[config.mk]
export PLATFORM = sky130hd
export DESIGN_NAME = input_port_controller
export DESIGN_NICKNAME = d
export VERILOG_FILES = /design/src/rtl/io_pkg.sv /design/src/rtl/key_debouncer.sv /design/src/rtl/input_port_controller.sv
export SDC_FILE = /design/constraint.sdc
export NUM_CORES = 1
export LEC_CHECK = 0
export CAP_MARGIN = 20
export CORE_MARGIN = 2
export CORE_UTILIZATION = 51
export CTS_CLUSTER_DIAMETER = 80
export DETAILED_ROUTE_END_ITERATION = 16
export GPL_ROUTABILITY_DRIVEN = 1
export GPL_TIMING_DRIVEN = 0
export PLACE_DENSITY = 0.93
export SLEW_MARGIN = 30
export SYNTH_ARGS = -nofsm -noshare
export SYNTH_HDL_FRONTEND = slang
export SYNTH_HIERARCHICAL = 1
export SYNTH_SLANG_ARGS = --single-unit
[constraint.sdc]
create_clock -name clock -period 5.1 [get_ports clock]
set_input_delay 1.53 -clock clock [delete_from_list [all_inputs] [get_ports clock]]
set_output_delay 1.53 -clock clock [all_outputs]
set_load 0.005 [all_outputs]
[src/rtl/io_pkg.sv]
// Shared definitions for the processor I/O controllers: the default data widths
// and the input-port sequencing states.
package io_pkg;

   localparam int BITS_DEFAULT = 32;
   localparam int SW_DEFAULT   = 16;

   typedef enum logic [2:0] {
      IDLE     = 3'd0,
      RELEASE  = 3'd1,
      ARMED    = 3'd2,
      DEBOUNCE = 3'd3,
      CAPTURE  = 3'd4,
      DONE     = 3'd5
   } ctrl_state_t;

endpackage

[src/rtl/key_debouncer.sv]
// Enter-key conditioning: two-flop synchronizer, saturating run-length counter
// and a single-cycle press strobe. The counter only runs while clear is low and
// the synchronized key is high; any low sample restarts it from zero.
module key_debouncer #(
   parameter int DB_CYCLES = 50000
) (
   input  logic clock,
   input  logic reset,
   input  logic key_raw,
   input  logic clear,
   input  logic arm,
   output logic key_sync,
   output logic pressed
);

   localparam int CNT_W = (DB_CYCLES > 1) ? $clog2(DB_CYCLES) : 1;
   localparam logic [CNT_W-1:0] CNT_LAST = CNT_W'(DB_CYCLES - 1);

   logic             sync_meta;
   logic             sync_q;
   logic [CNT_W-1:0] count;
   logic             need_release;
   logic             fired;

   // Bring the raw button into the clock domain before anything looks at it.
   always_ff @(posedge clock or posedge reset) begin
      if (reset) begin
         sync_meta <= 1'b0;
         sync_q    <= 1'b0;
      end else begin
         sync_meta <= key_raw;
         sync_q    <= sync_meta;
      end
   end

   // Count consecutive high samples; saturate at the terminal value instead of wrapping.
   always_ff @(posedge clock or posedge reset) begin
      if (reset) begin
         count <= '0;
      end else if (clear || !sync_q) begin
         count <= '0;
      end else if (count != CNT_LAST) begin
         count <= count + 1'b1;
      end
   end

   // A key held when arming must be seen released before it can count as a press.
   always_ff @(posedge clock or posedge reset) begin
      if (reset) begin
         need_release <= 1'b0;
      end else if (arm) begin
         need_release <= 1'b1;
      end else if (!sync_q) begin
         need_release <= 1'b0;
      end
   end

   // Remember that this run already produced its strobe so it fires only once.
   always_ff @(posedge clock or posedge reset) begin
      if (reset) begin
         fired <= 1'b0;
      end else if (clear || !sync_q) begin
         fired <= 1'b0;
      end else if (pressed) begin
         fired <= 1'b1;
      end
   end

   // Strobe on the cycle the run reaches its terminal count with the key still high.
   always_comb begin
      pressed = sync_q && !clear && !need_release && !fired && (count == CNT_LAST);
   end

   assign key_sync = sync_q;

endmodule

[src/rtl/input_port_controller.sv]
// Producer side of the IN data path: waits for a debounced enter-key press while
// the control unit requests input, latches the (extended) switch word and pulses
// inReady for one cycle to release the processor stall.
//
// state    | meaning
// ---------+-------------------------------------------------------------
// IDLE     | no request pending
// RELEASE  | request seen with key already down; wait for it to go up
// ARMED    | request pending, key up; waiting for a press to start
// DEBOUNCE | key high, counting consecutive high cycles
// CAPTURE  | press accepted; IN and inReady load on this edge
// DONE     | inReady high for its single cycle; return to IDLE
module input_port_controller
   import io_pkg::*;
#(
   parameter int bits      = BITS_DEFAULT,
   parameter int sw        = SW_DEFAULT,
   parameter int DB_CYCLES = 50000,
   parameter int SIGNED    = 0
) (
   input  logic            clock,
   input  logic            reset,
   input  logic            flagIN,
   input  logic [sw-1:0]   switches,
   input  logic            enterKey,
   output logic [bits-1:0] IN,
   output logic            inReady,
   output logic            waiting
);

   ctrl_state_t     state;
   ctrl_state_t     state_n;
   logic            keyS;
   logic            pressed;
   logic            db_clear;
   logic            db_arm;
   logic            ext_fill;
   logic [bits-1:0] ext_word;

   key_debouncer #(
      .DB_CYCLES (DB_CYCLES)
   ) u_debouncer (
      .clock    (clock),
      .reset    (reset),
      .key_raw  (enterKey),
      .clear    (db_clear),
      .arm      (db_arm),
      .key_sync (keyS),
      .pressed  (pressed)
   );

   // State register.
   always_ff @(posedge clock or posedge reset) begin
      if (reset) begin
         state <= IDLE;
      end else begin
         state <= state_n;
      end
   end

   // Next-state, debouncer control and operator LED; a dropped request aborts any pre-capture state.
   always_comb begin
      state_n  = state;
      db_clear = 1'b1;
      db_arm   = 1'b0;
      waiting  = 1'b0;
      case (state)
         IDLE: begin
            if (flagIN) begin
               if (keyS) begin
                  state_n = RELEASE;
                  db_arm  = 1'b1;
               end else begin
                  state_n = ARMED;
               end
            end
         end
         RELEASE: begin
            waiting = 1'b1;
            if (!flagIN) begin
               state_n = IDLE;
            end else if (!keyS) begin
               state_n = ARMED;
            end
         end
         ARMED: begin
            waiting = 1'b1;
            if (!flagIN) begin
               state_n = IDLE;
            end else if (keyS) begin
               state_n = DEBOUNCE;
            end
         end
         DEBOUNCE: begin
            waiting  = 1'b1;
            db_clear = 1'b0;
            if (!flagIN) begin
               state_n = IDLE;
            end else if (!keyS) begin
               state_n = ARMED;
            end else if (pressed) begin
               state_n = CAPTURE;
            end
         end
         CAPTURE: begin
            waiting = 1'b1;
            state_n = DONE;
         end
         DONE: begin
            state_n = IDLE;
         end
         default: begin
            state_n = IDLE;
         end
      endcase
   end

   // Widen the switch word: zero fill, or replicate its top bit when SIGNED is set.
   always_comb begin
      ext_fill           = (SIGNED != 0) ? switches[sw-1] : 1'b0;
      ext_word           = {bits{ext_fill}};
      ext_word[sw-1:0]   = switches;
   end

   // Output word and completion pulse both load on the CAPTURE edge.
   always_ff @(posedge clock or posedge reset) begin
      if (reset) begin
         IN      <= '0;
         inReady <= 1'b0;
      end else begin
         inReady <= (state == CAPTURE);
         if (state == CAPTURE) begin
            IN <= ext_word;
         end
      end
   end

endmodule

==> results.md, run 1 <==
* Final-report setup violation count at 0
* Top-count cell post-synth: dfrtp_1
* Largest net degree at the start of global routing at 21
* Switching power at around 120 µW
* Area leader, netlist: dfrtp_1
* Drt drc at 0
* Synthesis warning total at 6
* Count of input and output buffers at 37
* Vias in the first global route at roughly 1300
* Unrepaired setup endpoints after global routing: no
* CTS tree: built
* Grt total ovfl at 0
* Final ANT Viol Nets at 0
* CTS sink cnt at 40
* Max rail drop VDD at 0.169 mV
* # placed instances at between 200 and 300
* Unique masters post-synth at 35
* Mean Syn Cell Area at ~12 µm²
* Reg-to-reg slack, setup at between 2 and 3 ns
* Slowest cell delay on critical path at between 0.5 and 0.6 ns
* Post-synth EDFFs at 0
* Synth top cells by count: dfrtp_1, buf_4, nor2_1
* Top delay family on crit path: buffers and inverters
* Gpl congestion at 0.809
* Fillers at 287
* Post-Syn Area at a little under 2000 µm²
* Launching point of the worst reg2reg path: u_debouncer/count[5]
* Sink of the worst hold path: u_debouncer/key_sync
* Wire per inst at 12.9 µm
* Total track usage at around 18%
* Later-pin clock latency in the skew report at a little under 0.3 ns
* R2R cell count at 6
* Worst path slowest cell: clkdlybuf4s50_1
* Fmax at between 300 and 400 MHz
* Die area at roughly 4300 µm²
* Core area at roughly 3600 µm²
* First-iteration detailed-routing DRC count at 50
* Drt pass-1 iters at 7
* Die Wd at 65.4 µm
* Final period utilization at about 60%
* Worst-path clk slew at approximately 0.080 ns
* DR vias at approximately 1300
* Crit Path Max Fanout at 7
* Synth-to-Final Area Change at 29.3%
* Critical-path cell list: nor2_1 > xnor2_1 > clkdlybuf4s50_1
* Hold_sp: u_debouncer/sync_meta
* Area contributors post-synth: dfrtp_1, buf_4, mux2_4
* Hold Fails Final Rpt at 0
* Ant. Diodes at 0
* Worst hold path class: flop to flop
* Hold path cells at 0
* Worst EP required at ~3.6 ns
* Max-Slew Margin vs Limit at about half
* Fraction of layout cells with a size suffix above 1 at 20.0%
* Gates resized, CTS repair at 0
* Int Pwr at 437 µW
* Pins Over Slew Limit at 0
* Die height at 65.4 µm
* CTS H-Tree Depth at 2
* Power per Cell Area at 224 nW/µm²
* Post-layout minimum cycle time at 3.08 ns
* Worst path bufs/invs at 1
* Worst Setup Path Type: flop to output port
* Setup bufs post-CTS at 0
* CTS Root Cell: clkbuf_8
* Seq/Total Area, Yosys at between 50% and 60%
* FFs w/ async S/R, synth at 100%
* Site Rows at 22
* I/O pin count at 54
* Setup TNS at 0 ns
* Vias per inst at around 5
* Clock power share at about a third
* Multi-input logic area at between 700 and 800 µm²
* Worst-Margin Slew at roughly 0.76 ns
* Pleak at 0.00110 µW
* Hold_ws at roughly 0.36 ns
* Crit. End Element: output port
* Max_cap viols at 0
* Hold-fix buffers, CTS at 0
* Starting Density at between 50% and 60%
* Sw Share at a little over a fifth
* First-pass GRT wire length at 5820 µm
* Sequential cell fraction of total power at 57.9%
* Startpoint Class: flop
* Skew final at 0.00734 ns
* Register area at about 1000 µm²
* Primary FF master, synth: dfrtp_1
* Worst EP arrival at approximately 1.6 ns
* Final Routed Wirelength at 3530 µm
* Cts bufs inserted at 5
* Nets at between 200 and 250
* Initial antenna violation count at 0
* Hpwl dp at around 2600 µm
* Outcome: completed
* Non-filler cells, final at 273
* Logic pwr share at approximately 7%
* Synthesized flop and latch total at 40
* CTS Buffer Depth at 2
* Yosys top cell area share at a little over half
* Synth Instances at 166
* Reg2reg end: state[1]
## per-layer routing
layer  global-route usage, %  vias up  share of wire (%)
li1                        -      657                  -
met3                    3.94        6                4.9
met2                    30.4       41                 52
met4                    7.03        0                1.5
met1                    22.8      631                 42
met5                       0        -                  0
## sequential cells by signal, summed over array words and instances (netlist names)
name / cells
IN: 16
u_debouncer/count: 16
state: 3
inReady: 1
u_debouncer/fired: 1
u_debouncer/key_sync: 1
u_debouncer/need_release: 1
u_debouncer/sync_meta: 1
## per-stage QoR
| step | setup slack [ns] | power, µW | utilization [%] | instance area (µm²) |
|---|---|---|---|---|
| 2_1_floorplan | 2.88 | 350 | - | 1980 |
| 3_3_place_gp | 2.33 | 368 | 66.4 | 2410 |
| 3_5_place_dp | 2.34 | 369 | 66.4 | 2410 |
| 4_1_cts | 2.01 | 562 | 68.5 | 2490 |
| 5_1_grt | 1.96 | 582 | 68.5 | 2490 |
| 6_report | 2.02 | 557 | 68.5 | 2490 |
## placed cells by master (no fill, tap or decap), drive strengths merged, types with 2 or more instances in the layout
cell type / n
a21o: 2
a21oi: 7
buf: 19
clkbuf: 8
clkdlybuf4s50: 37
conb: 16
dfrtp: 40
inv: 6
mux2: 16
nand2: 4
nand2b: 2
nand3: 6
nand3b: 2
nand4: 4
nor2: 14
nor3: 6
nor4: 4
o21ai: 5
or3: 5
xnor2: 9
xor2: 2
## kinds of logic after synthesis
group	after synthesis	share of synthesized area (%)
other	1	0.195
buffers and inverters	27	9.62
AND/OR/NAND/NOR	51	15.4
flip-flops	40	52.0
multiplexers	17	11.4
adder cells (fa/ha/maj)	1	0.650
XOR/XNOR	11	5.01
AO/OA/AOI/OAI	18	5.66
## power groups by stage
stage,clock network (µW),logic [µW],registers [µW]
6_report,194,40.2,323
2_1_floorplan,0,21.6,328
3_3_place_gp,0,39.6,329
4_1_cts,199,40.7,323
5_1_grt,214,44.6,323
3_5_place_dp,0,40.5,329
## how the worst max path moves through the flow
stage	start	to	slack, ns	cells past startpoint
floorplan	state[0]	waiting	2.88	2
global placement	state[0]	waiting	2.33	3
detailed placement	state[1]	waiting	2.34	3
CTS	state[1]	waiting	2.01	3
global route	state[1]	waiting	1.96	3
finish	state[0]	waiting	2.02	3
## layout make-up
cell class	count	share of cell area [%]
Sequential cell	40	40.2
Timing Repair Buffer	37	14.9
Tap cell	48	2.41
Inverter	6	0.905
Multi-Input combinational cell	114	31.9
Clock buffer	6	2.92
Buffer	21	6.54
Clock inverter	1	0.201
Power figures use the tool's default switching activity.
==> inputs of run 2 (changes only) <==
CORE_UTILIZATION = 47   (was 51)
PLACE_DENSITY = 0.88   (was 0.93)
clock period = 2.9 ns   (was 5.1 ns; I/O delays follow)
==> results.md, run 2 (synthesis results as in run 1) <==
* Max rail drop VDD at about 0.32 mV
* Total track usage at 17.8%
* Fraction of layout cells with a size suffix above 1 at between 20% and 30%
* Core area at between 3000 and 4000 µm²
* CTS H-Tree Depth at 2
* First-iteration detailed-routing DRC count at 54
* Crit Path Max Fanout at 7
* Sequential cell fraction of total power at 52.2%
* Unrepaired setup endpoints after global routing: no
* Drt drc at 0
* Synth-to-Final Area Change at 31.0%
* CTS sink cnt at 40
* Skew final at a little under 0.006 ns
* Pre-CTS setup slack at about 0.63 ns
* Hold Fails Final Rpt at 0
* Ant. Diodes at 0
* Switching power at 227 µW
* CTS tree: built
* Vias in the first global route at ~1300
* Initial antenna violation count at 0
* Drt pass-1 iters at 4
* Count of input and output buffers at 37
* Vias per inst at between 4 and 5
* Max_cap viols at 0
* Die height at approximately 70 µm
* Final ANT Viol Nets at 0
* Gates resized, CTS repair at 0
* Worst EP arrival at about 1.6 ns
* Pleak at about 0.0011 µW
* Post-layout minimum cycle time at 2.45 ns
* Hold-fix buffers, CTS at 0
* Later-pin clock latency in the skew report at ~0.30 ns
* Top flop regs: IN (16), u_debouncer/count (16), state (3)
* Outcome: completed
* Crit. End Element: output port
* Max-Slew Margin vs Limit at 49.2%
* Total power at 1090 µW
* Hold_ws at 0.354 ns
* I/O pin count at between 50 and 60
* CTS Buffer Depth at 2
* DR vias at 1359
* Sw Share at about a fifth
* Setup TNS at 0 ns
* Logic pwr share at under 10%
* Worst EP required at between 2 and 2.5 ns
* Worst-path clk slew at ~0.08 ns
* Final worst-path setup slack at around 0.45 ns
* Final Routed Wirelength at approximately 3700 µm
* Die area at 4620 µm²
* Hpwl dp at 2550 µm
* Final-report setup violation count at 0
* Commonest non-fill, non-tap cells in the layout: dfrtp_1, clkdlybuf4s50_1, buf_4, conb_1, nor2_1
* Startpoint Class: flop
* Most common cell after layout, fill and taps aside: dfrtp_1
* Site Rows at 23
* Setup bufs post-CTS at 0
* Final period utilization at 84.3%
* Fmax at around 400 MHz
* Power per Cell Area at 431 nW/µm²
* Nets at 246
* Worst-Margin Slew at 0.762 ns
* Die Wd at slightly below 70 µm
* Pins Over Slew Limit at 0
* Clock power share at 41.4%
* Worst hold path class: flop to flop
* Wire per inst at approximately 13 µm
* Worst Setup Path Type: flop to output port
* Gpl congestion at 0.792
* Largest net degree at the start of global routing at 21
* Grt total ovfl at 0
* CTS Root Cell: clkbuf_8
* Cts bufs inserted at 5
* Int Pwr at approximately 860 µW
* First-pass GRT wire length at 5950 µm
* Starting Density at about half
run 2: area by class of cell:
| class | count | area (µm²) |
|---|---|---|
| fillers | 316 | 1450 |
| flip-flops and latches | 40 | 1000 |
| multi-input cells | 114 | 795 |
| repair buffers | 37 | 370 |
| plain buffers | 21 | 163 |
| clock buffers | 6 | 72.6 |
| well taps | 50 | 62.6 |
| clock inverters | 2 | 35.0 |
| inverters | 6 | 22.5 |
run 2: worst paths after layout:
| path | from | to | slack [ns] | cells past startpoint |
|---|---|---|---|---|
| worst min-delay path | u_debouncer/sync_meta | u_debouncer/key_sync | 0.35 | 0 |
| worst max-delay path | state[0] | waiting | 0.45 | 3 |
| max in group asynchronous | reset | IN[13] | 1.38 | 2 |
| worst max register to register | u_debouncer/count[7] | state[0] | 0.62 | 6 |
| worst min register to register | u_debouncer/sync_meta | u_debouncer/key_sync | 0.35 | 0 |
| min in group asynchronous | reset | u_debouncer/sync_meta | 1.03 | 2 |
run 2: layer usage:
metal,up-vias,global-route usage (%),routed length (µm)
li1,654,-,-
met1,666,21.1,1510
met2,33,29.1,1910
met3,6,6.09,181
met4,0,8.00,65
met5,-,0,0
run 2: power by group through the flow:
stage / combinational, µW / clock, µW / sequential (µW)
floorplan: 38.1 / 0 / 577
global placement: 69.6 / 0 / 578
detailed placement: 71.3 / 0 / 578
CTS: 71.5 / 461 / 567
global route: 80.0 / 482 / 568
finish: 70.3 / 450 / 567
run 2: metrics by stage:
stage	instance area [µm²]	instances	utilization, %
final	2520	276	63.5
after global routing	2520	276	63.5
after CTS	2520	276	63.5
after detailed placement	2410	268	60.8
after global placement	2410	268	60.8
after floorplan	1980	181	-
run 2: critical path: stages, from the launching register on:
cell	delay [ns]
dfrtp_1	0.46
nor2_1	0.16
xnor2_1	0.14
clkdlybuf4s50_1	0.52
==> inputs of run 3 (changes only) <==
clock period = 2.5 ns   (was 2.9 ns; I/O delays follow)
==> results.md, run 3 (synthesis results as in run 1) <==
* Most common cell after layout, fill and taps aside: dfrtp_1
* Later-pin clock latency in the skew report at about 0.30 ns
* Synth-to-Final Area Change at 31.3%
* CTS H-Tree Depth at 2
* Worst-path clk slew at around 0.080 ns
* Drt pass-1 iters at 4
* CTS sink cnt at 40
* Core area at between 3000 and 4000 µm²
* Int Pwr at between 900 and 1000 µW
* Launching point of the worst reg2reg path: u_debouncer/count[5]
* R2R cell count at 6
* Drt drc at 0
* Vias in the first global route at about 1300
* Post-Layout Inst Area at approximately 2500 µm²
* Fillers at 316
* Total power at about 1300 µW
* Met2 Usage GRT at between 20% and 30%
* Max rail drop VDD at about 0.37 mV
* Slowest cell delay on critical path at roughly 0.52 ns
* Starting Density at roughly half
* Reg2reg end: state[0]
* Nets at between 200 and 250
* Hold-fix buffers, CTS at 0
* Pins Over Slew Limit at 0
* Setup bufs post-CTS at 0
* Initial antenna violation count at 0
* Worst EP arrival at ~1.6 ns
* Commonest non-fill, non-tap cells in the layout: dfrtp_1, clkdlybuf4s50_1, buf_4, conb_1, nor2_1
* Pre-CTS setup slack at between 0.2 and 0.25 ns
* Critical-path cell list: nor2_1 > xnor2_1 > clkdlybuf4s50_1
* Total track usage at 17.8%
* Largest net degree at the start of global routing at 21
* Worst EP required at about 1.8 ns
* Sink of the worst hold path: u_debouncer/key_sync
* Max_cap viols at 0
* Sw Share at 21.1%
* DR vias at between 1000 and 1500
* Skew final at 0.00559 ns
* Final worst-path setup slack at between 0.15 and 0.2 ns
* Setup TNS at 0 ns
* Final Routed Wirelength at 3680 µm
* Switching power at about 270 µW
* Placed inst area at about 2400 µm²
* Cts bufs inserted at 5
* Site Rows at 23
* Die area at roughly 4600 µm²
* Fmax at roughly 430 MHz
* Grt total ovfl at 0
* Hold path cells at 0
* Ant. Diodes at 0
* Post-layout minimum cycle time at roughly 2.3 ns
* I/O pin count at 54
* Max-Slew Margin vs Limit at 49.5%
* Final period utilization at between 90% and 100%
* Outcome: completed
* Worst-Margin Slew at 0.757 ns
* CTS Buffer Depth at 2
* Final ANT Viol Nets at 0
* Wire per inst at roughly 13 µm
* Hold Fails Final Rpt at 0
* Reg-to-reg slack, setup at between 0.3 and 0.4 ns
* Power per Cell Area at about 500 nW/µm²
* Pleak at between 0.001 and 0.0015 µW
* Logic pwr share at under 10%
* First-pass GRT wire length at around 6000 µm
* Unrepaired setup endpoints after global routing: no
* First-iteration detailed-routing DRC count at 44
* Met3 Usage GRT at ~6.1%
* Startpoint Class: flop
* Crit. End Element: output port
* Worst path slowest cell: clkdlybuf4s50_1
* Most Crowded Layer GR: met2
* Hold_sp: u_debouncer/sync_meta
* CTS Root Cell: clkbuf_8
* Top flop regs: IN (16), u_debouncer/count (16), state (3)
* Vias per inst at between 4 and 5
* Fraction of layout cells with a size suffix above 1 at ~21%
* Count of input and output buffers at 37
* Die height at between 60 and 70 µm
* Met1 Use GR at 21.1%
* Crit Path Max Fanout at 7
* Clock power share at roughly two fifths
* CTS tree: built
* Worst hold path class: flop to flop
* Die Wd at ~68 µm
* Gpl congestion at 0.792
* Final-report setup violation count at 0
* Sequential cell fraction of total power at around 52%
* Worst Setup Path Type: flop to output port
* Hpwl dp at about 2600 µm
## run 3: cell counts in the layout (fill, tap and decap cells not counted)
Identical to the previous run, type by type.
## run 3: power groups by stage
stage                     clock [µW]  sequential, µW  combinational (µW)
after global routing             559             659                92.9
after detailed placement           0             671                82.7
final                            525             658                81.7
after floorplan                    0             669                44.2
after CTS                        535             658                82.9
after global placement             0             670                80.7
## run 3: cell type report
type | instances | area [µm²] | area share [%]
inverter | 6 | 22.5 | 0.892
sequential | 40 | 1000 | 39.6
clock inverter | 2 | 35.0 | 1.39
timing repair buffer | 37 | 370 | 14.7
multi-input combinational | 114 | 800 | 31.6
buffer | 21 | 163 | 6.44
clock buffer | 6 | 72.6 | 2.87
tap | 50 | 62.6 | 2.48
## run 3: worst max path at each step
stage	end	startpoint	slack (ns)	cells past startpoint
2_1_floorplan	state[0]	u_debouncer/count[5]	0.49	6
3_3_place_gp	state[0]	u_debouncer/count[5]	0.29	6
5_1_grt	waiting	state[0]	0.09	3
3_5_place_dp	state[0]	u_debouncer/count[5]	0.23	6
6_report	waiting	state[0]	0.17	3
4_1_cts	waiting	state[0]	0.16	3
## run 3: per-layer routing
layer | routed length, µm | vias to the layer above
met5 | 0 | -
met4 | 41 | 0
met3 | 221 | 2
met2 | 1930 | 49
met1 | 1480 | 659
li1 | - | 653
## run 3: through the flow
stage,utilization (%),hold slack [ns],instances
after CTS,63.5,0.357,276
after floorplan,-,0.331,181
after detailed placement,60.8,0.339,268
final,63.6,0.355,276
after global placement,60.8,0.334,268
after global routing,63.6,0.360,276
## run 3: critical path, delay by kind of cell (launching register included)
kind          cells  cell delay [ns]
flops             1             0.46
buf+inv           1             0.52
simple gates      1             0.16
xor+xnor          1             0.14
## run 3: timing repair
action,CTS,global route
resized for setup,0,1
setup endpoints to repair,0,3
hold endpoints to repair,0,0
